**src/rtl/regfile_wr_port_pkg.sv**
```systemverilog
// Shared constants and request type for the register-file write port.
// Only the default AW/DW geometry is supported by wr_req_t.
package regfile_wr_port_pkg;

    localparam int REG_AW = 5;
    localparam int REG_DW = 32;
    localparam int NREGS  = 1 << REG_AW;

    localparam logic [REG_AW-1:0] ZERO_ADDR = '0;

    typedef struct packed {
        logic [REG_AW-1:0] addr;
        logic [REG_DW-1:0] data;
    } wr_req_t;

    // r0 is hardwired zero, so a write to it enables no row at all.
    function automatic logic [NREGS-1:0] onehot_row(input logic [REG_AW-1:0] a);
        onehot_row = '0;
        if (a != ZERO_ADDR) begin
            onehot_row[a] = 1'b1;
        end
    endfunction

endpackage

```
**src/rtl/regfile_wr_fifo.sv**
```systemverilog
// Generic DEPTH-entry synchronous FIFO; push is ignored when full, pop when empty.
// Entries are exposed oldest-first (index 0 = head) with per-slot valid bits.
module regfile_wr_fifo #(
    parameter int DEPTH = 2,
    parameter int W     = 8
) (
    input  logic                         clk,
    input  logic                         reset_n,
    input  logic                         push,
    input  logic [W-1:0]                 push_dat,
    input  logic                         pop,
    output logic [$clog2(DEPTH):0]       count,
    output logic                         full,
    output logic                         empty,
    output logic [DEPTH-1:0][W-1:0]      ord_dat,
    output logic [DEPTH-1:0]             ord_vld
);

    localparam int PW = $clog2(DEPTH);
    localparam int CW = PW + 1;

    logic [DEPTH-1:0][W-1:0] mem_q, mem_d;
    logic [PW-1:0]           wr_ptr_q, wr_ptr_d;
    logic [PW-1:0]           rd_ptr_q, rd_ptr_d;
    logic [CW-1:0]           cnt_q, cnt_d;
    logic [PW-1:0]           idx;
    logic                    do_push, do_pop;

    assign full    = (cnt_q == CW'(DEPTH));
    assign empty   = (cnt_q == '0);
    assign count   = cnt_q;
    assign do_push = push & ~full;
    assign do_pop  = pop & ~empty;

    always_comb begin
        mem_d    = mem_q;
        wr_ptr_d = wr_ptr_q;
        rd_ptr_d = rd_ptr_q;
        cnt_d    = cnt_q;
        if (do_push) begin
            mem_d[wr_ptr_q] = push_dat;
            wr_ptr_d        = wr_ptr_q + PW'(1);
        end
        if (do_pop) begin
            rd_ptr_d = rd_ptr_q + PW'(1);
        end
        case ({do_push, do_pop})
            2'b10:   cnt_d = cnt_q + CW'(1);
            2'b01:   cnt_d = cnt_q - CW'(1);
            default: cnt_d = cnt_q;
        endcase
    end

    // Pointers wrap naturally because DEPTH is a power of two.
    always_comb begin
        idx     = '0;
        ord_dat = '0;
        ord_vld = '0;
        for (int i = 0; i < DEPTH; i++) begin
            idx        = rd_ptr_q + PW'(i);
            ord_dat[i] = mem_q[idx];
            ord_vld[i] = (CW'(i) < cnt_q);
        end
    end

    always_ff @(posedge clk) begin
        if (!reset_n) begin
            wr_ptr_q <= '0;
            rd_ptr_q <= '0;
            cnt_q    <= '0;
        end else begin
            wr_ptr_q <= wr_ptr_d;
            rd_ptr_q <= rd_ptr_d;
            cnt_q    <= cnt_d;
        end
    end

    always_ff @(posedge clk) begin
        mem_q <= mem_d;
    end

endmodule

```
**src/rtl/regfile_wr_port.sv**
```systemverilog
// Register-file write port: queues requests, retires one per cycle as one-hot we + wdata.
// Accepted at edge N, driven on we/wdata in cycle N+1; wr_ready drops only when the queue is full.
module regfile_wr_port
    import regfile_wr_port_pkg::*;
#(
    parameter int DEPTH = 2,
    parameter int AW    = REG_AW,
    parameter int DW    = REG_DW
) (
    input  logic                    clk,
    input  logic                    reset_n,
    input  logic                    wr_valid,
    output logic                    wr_ready,
    input  logic [AW-1:0]           wr_addr,
    input  logic [DW-1:0]           wr_data,
    input  logic                    hold,
    output logic [(1<<AW)-1:0]      we,
    output logic [DW-1:0]           wdata,
    input  logic [AW-1:0]           rd_addr,
    output logic                    byp_hit,
    output logic [DW-1:0]           byp_data,
    output logic [$clog2(DEPTH):0]  pending
);

    localparam int EW = $bits(wr_req_t);

    wr_req_t                 push_req;
    wr_req_t                 head;
    wr_req_t                 ent;
    logic [DEPTH-1:0][EW-1:0] ord_dat;
    logic [DEPTH-1:0]        ord_vld;
    logic                    full, empty;
    logic                    push, retire;

    assign push_req = '{addr: wr_addr, data: wr_data};
    assign wr_ready = ~full;
    assign push     = wr_valid & wr_ready;
    assign retire   = ~empty & ~hold;
    assign head     = ord_dat[0];

    regfile_wr_fifo #(
        .DEPTH (DEPTH),
        .W     (EW)
    ) u_fifo (
        .clk      (clk),
        .reset_n  (reset_n),
        .push     (push),
        .push_dat (push_req),
        .pop      (retire),
        .count    (pending),
        .full     (full),
        .empty    (empty),
        .ord_dat  (ord_dat),
        .ord_vld  (ord_vld)
    );

    always_comb begin
        we    = '0;
        wdata = '0;
        if (retire) begin
            we    = onehot_row(head.addr);
            wdata = head.data;
        end
    end

    // Oldest-to-youngest scan: later matches overwrite, leaving the youngest.
    always_comb begin
        byp_hit  = 1'b0;
        byp_data = '0;
        ent      = '0;
        for (int i = 0; i < DEPTH; i++) begin
            ent = ord_dat[i];
            if (ord_vld[i] && (ent.addr == rd_addr) && (rd_addr != ZERO_ADDR)) begin
                byp_hit  = 1'b1;
                byp_data = ent.data;
            end
        end
    end

endmodule

```
**config.mk**
```make
export PLATFORM = sky130hd
export DESIGN_NAME = regfile_wr_port
export DESIGN_NICKNAME = d
export VERILOG_FILES = /design/src/rtl/regfile_wr_port_pkg.sv /design/src/rtl/regfile_wr_fifo.sv /design/src/rtl/regfile_wr_port.sv
export SDC_FILE = /design/constraint.sdc
export NUM_CORES = 1
export LEC_CHECK = 0
export BUFFER_PORTS_ARGS = -buffer_cell sky130_fd_sc_hd__buf_2
export CAP_MARGIN = 20
export CORE_MARGIN = 3
export CORE_UTILIZATION = 50
export DETAILED_ROUTE_END_ITERATION = 8
export GPL_TIMING_DRIVEN = 1
export PLACE_DENSITY = 0.81
export RECOVER_POWER = 50
export SYNTH_ARGS = -nofsm -noshare
export SYNTH_HDL_FRONTEND = slang
export SYNTH_SLANG_ARGS = --single-unit
```
**constraint.sdc**
```tcl
create_clock -name clk -period 3.38 [get_ports clk]
set_input_delay 0.169 -clock clk [delete_from_list [all_inputs] [get_ports clk]]
set_output_delay 0.169 -clock clk [all_outputs]
set_load 0.01 [all_outputs]
```
=== Yosys cells after proc, flatten, opt, wreduce, memory -nomap -nowiden ===
Cells that the tools add are included.

* Add/subtract/negate cells: 4
* $lt $le $gt $ge: 8
* Equal/unequal tests: 5
* Mux-type cells: 17
* Bitwise operators: 7
* Reductions and logical operators: 10

{| class="wikitable"
|+ Operators by type and width
! operator !! number
|-
| $mux 37 || 5
|-
| $mux 32 || 5
|-
| $bwmux 74 || 1
|-
| $demux 37 s1 || 1
|-
| $eq 5x5->1 || 2
|-
| $reduce_bool 5->1 || 2
|-
| $logic_and 1x1->1 || 6
|-
| $lt 1x2->1 const B || 3
|-
| $lt 5x6->1 const B || 1
|-
| $demux 1 s5 || 1
|-
| $ge 5x1->1 const B || 1
|-
| $and 1x1->1 || 4
|-
| $eq 2x2->1 const B || 2
|-
| $lt 1x2->1 const A || 2
|-
| $pmux 2 s2 || 1
|-
| $mux 1 || 3
|-
| $not 1->1 || 3
|-
| $add 1x1->1 const B || 2
|-
| $add 2x1->2 const B || 1
|-
| $eq 2x1->1 const B || 1
|-
| $logic_not 2->1 || 1
|-
| $reduce_bool 2->1 || 1
|-
| $sub 2x1->2 const B || 1
|-
| $ge 1x1->1 const B || 1
|}

* Register bits: 78
* Bits of input ports: 46
* Logic and storage cells: 56

=== Logic depth before layout (Yosys ltp) ===
* Depth in word-level cells: 8
* Depth in mapped cells: 9
* Mapped depth without buffers: 8

=== Modules after synthesis ===
A second synthesis with hierarchy kept.

* Cells, all modules: 366
* Area, all modules: 4984.8 um^2

{| class="wikitable"
|+ Modules (own cells, without submodules)
! module !! instances !! cells each !! area each (um^2) !! sequential area each (um^2)
|-
| regfile_wr_fifo || 1 || 183 || 3555.9 || 2302.2
|-
| regfile_wr_port || 1 || 183 || 1428.9 || 0.0
|}

=== Worst setup path before layout ===
No wires, ideal clock.

* Kind: register -> register
* Start point: register u_fifo.cnt_q[0], in the netlist u_fifo.count[0]
* End point: register u_fifo.mem_q[0] (netlist name), enable pin
* Setup time: 0.433 ns
* Data arrival time: 2.486 ns
* Data required time: 2.947 ns
* Setup slack: 0.462 ns
* Cell stages (with the launch flop): 6
* Buffers on the path: 0
* Clock period less this slack: 2.918 ns
* Cell sequence: dfxtp_1 > inv_1 > ha_1 > inv_1 > nand2_1 > nor2_1

* Longest elaborated chain between the ends: 4

{| class="wikitable"
|+ Ends and longest elaborated chain
! element !! RTL line !! source
|-
| start: declaration || regfile_wr_fifo.sv:25 || <nowiki>logic [CW-1:0] cnt_q, cnt_d;</nowiki>
|-
| start signal: assignment || regfile_wr_fifo.sv:74 || <nowiki>cnt_q <= cnt_d;</nowiki>
|-
| $eq 2x2->1 (*) || regfile_wr_fifo.sv:29 || <nowiki>assign full = (cnt_q == CW'(DEPTH));</nowiki>
|-
| $not 1->1 (*) || regfile_wr_port.sv:36 || <nowiki>assign wr_ready = ~full;</nowiki>
|-
| via wr_ready || regfile_wr_port.sv:13 || <nowiki>output logic wr_ready,</nowiki>
|-
| $and 1x1->1 || regfile_wr_port.sv:37 || <nowiki>assign push = wr_valid & wr_ready;</nowiki>
|-
| $and 1x1->1 (*) || regfile_wr_fifo.sv:32 || <nowiki>assign do_push = push & ~full;</nowiki>
|-
| end signal: assignment || regfile_wr_fifo.sv:79 || <nowiki>mem_q <= mem_d;</nowiki>
|-
| end: declaration || regfile_wr_fifo.sv:22 || <nowiki>logic [DEPTH-1:0][W-1:0] mem_q, mem_d;</nowiki>
|}

Mark *: on every way through the listed nets, which the timed path passes. The rest lies on a longest branch.
A chain may end at the register's enable or synchronous reset.

=== Final worst setup path ===
* Start point: register u_fifo.rd_ptr_q
* End point: output port byp_data[6]

* Longest elaborated chain between the ends: 7
* Elaborated cells between the ends (all ways): 13
* Classes of those cells: add/sub (1); eq/ne (2); mux (6); reduce/logical (4)

{| class="wikitable"
|+ Ends and longest elaborated chain
! element !! RTL line !! source
|-
| start: declaration || regfile_wr_fifo.sv:24 || <nowiki>logic [PW-1:0] rd_ptr_q, rd_ptr_d;</nowiki>
|-
| start signal: assignment || regfile_wr_fifo.sv:73 || <nowiki>rd_ptr_q <= rd_ptr_d;</nowiki>
|-
| $add 1x1->1 or $mux 37 (tied branches) || regfile_wr_fifo.sv:60, regfile_wr_fifo.sv:61 ||
|-
| $mux 37 (not written as such) || regfile_wr_fifo.sv:61 || <nowiki>ord_dat[i] = mem_q[idx];</nowiki>
|-
| $mux 37 (not written as such) or $eq 5x5->1 (tied branches) || regfile_wr_fifo.sv:61, regfile_wr_port.sv:73 ||
|-
| $eq 5x5->1 or $logic_and 1x1->1 (tied branches) || regfile_wr_port.sv:73 || <nowiki>if (ord_vld[i] && (ent.addr == rd_addr) && (rd_addr != ZERO_ADDR)) begin</nowiki>
|-
| $logic_and 1x1->1 || regfile_wr_port.sv:73 ||
|-
| $logic_and 1x1->1 or $mux 32 (tied branches) || regfile_wr_port.sv:73 ||
|-
| $mux 32 (*) || regfile_wr_port.sv:73 ||
|-
| end: declaration || regfile_wr_port.sv:21 || <nowiki>output logic [DW-1:0] byp_data,</nowiki>
|}

Mark *: on every way between the ends. The rest lies on a longest branch, timed or not. The select of a mux whose other input is x is not followed.

==> key figures <==
Yosys
  – Ys flop type: edfxtp_1
  – Mapped cell area: 3950 um^2
  – Post-Syn Instances: between 300 and 400
  – Cell type with the largest total area after synthesis: edfxtp_1
  – Seq/Total Area, Yosys: approximately three fifths
  – Ys async rst share: 0%
  – Warnings from Yosys: 0
  – Count of flip-flops with a built-in enable after synthesis: 74
  – Syn Area/Cell: around 12 um^2
  – Top post-synthesis cells by area: edfxtp_1, mux2i_1, a22o_1
  – Synth top area share: roughly 56%
  – Yosys cell types: 42
  – Synth Net Count: roughly 370
  – Flops & latches, synth: 78

Pwr
  – Clock Power Share: between 20% and 30%
  – Reg power frac: 43.8%
  – Peak VDD IR: roughly 0.41 mV
  – Comb power frac: 35.7%
  – Tot Pwr: ~3.1 mW
  – Int Pwr: about 2 mW
  – P_sw: approximately 1.1 mW
  – Pleak: ~2.2 nW
  – Power density over the cells: 596 nW/um^2
  – Sw Ratio: between 30% and 40%

Setup path
  – Crit path cell chain: mux2_4 > or3_1 > a2111o_1 > or2_1 > mux2i_4 > buf_4 > a22o_1 > buf_2
  – Critical path's largest stage delay: 0.46 ns
  – Critical path buffers and inverters: 2
  – Slowest-stage cell, CP: dfxtp_4
  – Startpoint types: flip-flop
  – Critical Path AT: a little over 3 ns
  – Crit. End Element: primary output
  – Worst Path Max Fanout: 21
  – CP Class: flip-flop to primary output
  – Req. time, crit path: ~3.2 ns
  – CP top delay family: simple AND/OR/NAND/NOR gates

Hold path
  – Min-Delay Path Class: primary input to flip-flop

Clock tree
  – Clock buffer depth: 2
  – Clock slew at reported path FFs: 0.08 ns
  – TritonCTS buffer count: 9
  – Postcts setup bufs: 0
  – Skew-Pair Late Insertion Delay: ~0.35 ns
  – H-tree depth: 3
  – Clk root buf: clkbuf_8
  – CTS tree: built
  – CTS Sinks: 78

Route
  – Post-route ant nets: 0
  – Via density: 5.44
  – DRC violations left: 0
  – DR iter-0 viols: between 100 and 150
  – First-pass DRT Iterations: 5
  – Wire per inst: roughly 16 um
  – WL final: just under 10 mm
  – Vias: about 3.3k

Cells and area
  – Layout area overhead: 32.4%
  – Final Net Count: ~550
  – Antenna Diode Count: 0
  – Layout cells sized above 1: a little under a third
  – Non-Filler Instances: 600
  – Design Area, Final: roughly 5200 um^2

Floorplanning
  – Die area: approximately 9000 um^2
  – Chip Height: about 95 um
  – Initial core utilization: 53.0%
  – Standard-cell rows: 31
  – Top Ports: 146
  – Core area: 7450 um^2
  – Die width: about 95 um

Timing
  – Final setup viols: 0
  – RSZ-0062 raised after global routing: no
  – Final period utilization: between 90% and 100%
  – Slew Limit Fails: 67
  – Peak Freq: approximately 0.31 GHz
  – Final hold violation count: 0
  – Slew headroom: -18.7%
  – Setup TNS Final: 0 ns
  – Slew @ Worst Pin: ~1.8 ns
  – Final clock skew: ~0.013 ns
  – Tmin final: between 3 and 4 ns

Global route
  – Global-route wire length before repair: about 15 mm
  – Largest net degree at the start of global routing: 38
  – Vias in the first global route: between 3k and 4k
  – Initial antenna violation count: 0
  – GRT Overall Usage: a little over a fifth
  – Global route total overflow: 0

Placed design
  – PortBufs: ~140
  – GPL Wtd Cong: 0.751
  – Area after DPL: approximately 4700 um^2
  – Placed Cells incl. Taps: 549
  – DP Wirelength: 6.71 mm

Job
  – Max_cap viols: 2

Outcome
  – Failing checks: max-capacitance violations, max-slew violations
  – Outcome: complete, but fails checks
power groups by stage:
stage	combinational, mW	clock [mW]	sequential (mW)
2_1_floorplan	0.798	0	1.34
3_3_place_gp	1.07	0	1.37
3_5_place_dp	1.09	0	1.38
4_1_cts	1.12	0.654	1.36
5_1_grt	1.22	0.696	1.38
6_report	1.11	0.639	1.37
layer usage:
| metal | track usage [%] | part of all wire [%] |
|---|---|---|
| met5 | 0 | 0 |
| met4 | 7.57 | 1.1 |
| met3 | 6.53 | 9.1 |
| met2 | 37.8 | 51 |
| met1 | 25.7 | 39 |
stage by stage:
step	hold WS [ns]	util [%]	setup WS, ns
after global routing	0.0440	70.2	0.00913
final	0.0386	70.2	0.143
after floorplan	0.268	-	0.462
after detailed placement	0.362	63.4	0.470
after global placement	0.357	63.4	0.568
after CTS	0.000870	69.9	0.0613
flip-flops by register name (all words and copies together), names as in the netlist:
signal / count
u_fifo.mem_q: 74
u_fifo.count: 2
u_fifo.rd_ptr_q: 1
u_fifo.wr_ptr_q: 1
synthesized netlist by cell type, types with 5 or more instances:
library cell / count
inv_1: 9
and2_1: 5
mux2i_1: 41
xnor2_1: 9
edfxtp_1: 74
nand2_1: 18
a22o_1: 31
buf_6: 9
nor2_1: 64
clkbuf_1: 8
worst reg2reg max path, stage by stage (launching register included):
cell	delay, ns
dfxtp_1	0.40
inv_1	0.08
ha_1	0.19
inv_1	0.07
nand2_1	0.10
nor2_2	1.12
buf_4	0.35
layout by cell type (no fill, tap or decap), drive strengths merged, types with 3 or more instances in the layout:
cell type,instances
buf,127
edfxtp,74
nor2,64
mux2i,43
dlygate4sd3,35
clkbuf,34
a22o,31
nand2,18
inv,13
xnor2,9
and2,5
o32ai,4
ha,4
dfxtp,4
xor2,3
o21ai,3
worst paths after layout:
kind / from / end / slack, ns / depth (start not counted)
max: u_fifo.rd_ptr_q / byp_data[6] / 0.14 / 8
min: wr_addr[1] / u_fifo.mem_q[70] / 0.04 / 1
max reg2reg: u_fifo.count[0] / u_fifo.mem_q[27] / 0.77 / 6
min reg2reg: u_fifo.count[0] / u_fifo.count[0] / 0.63 / 2
repair_timing:
item	CTS	global route
hold endpoints to repair	55	9
hold buffers	30	5
endpoints found under the setup margin	0	29
resized for setup	0	2
cells by family (layout without fill, tap and decap cells):
| kind of cell | count (synthesis) | in the layout | synth area share, % |
|---|---|---|---|
| other cells | 1 | 1 | 0.0950 |
| simple gates | 105 | 105 | 11.5 |
| compound gates | 44 | 44 | 9.51 |
| flops | 78 | 78 | 58.3 |
| mux | 45 | 45 | 12.2 |
| buf+inv | 28 | 212 | 4.47 |
| xor+xnor | 12 | 12 | 2.66 |
| fa+ha+maj | 4 | 4 | 1.27 |
layout make-up:
type                            instances  area (um^2)
Tap cell                               99          124
Fill cell                             561         2220
Timing Repair Buffer                  187         1110
Clock buffer                            9          124
Inverter                                9         33.8
Sequential cell                        78         2310
Multi-Input combinational cell        211         1480
Clock inverter                          7         55.1
Power figures use the tool's default switching activity.
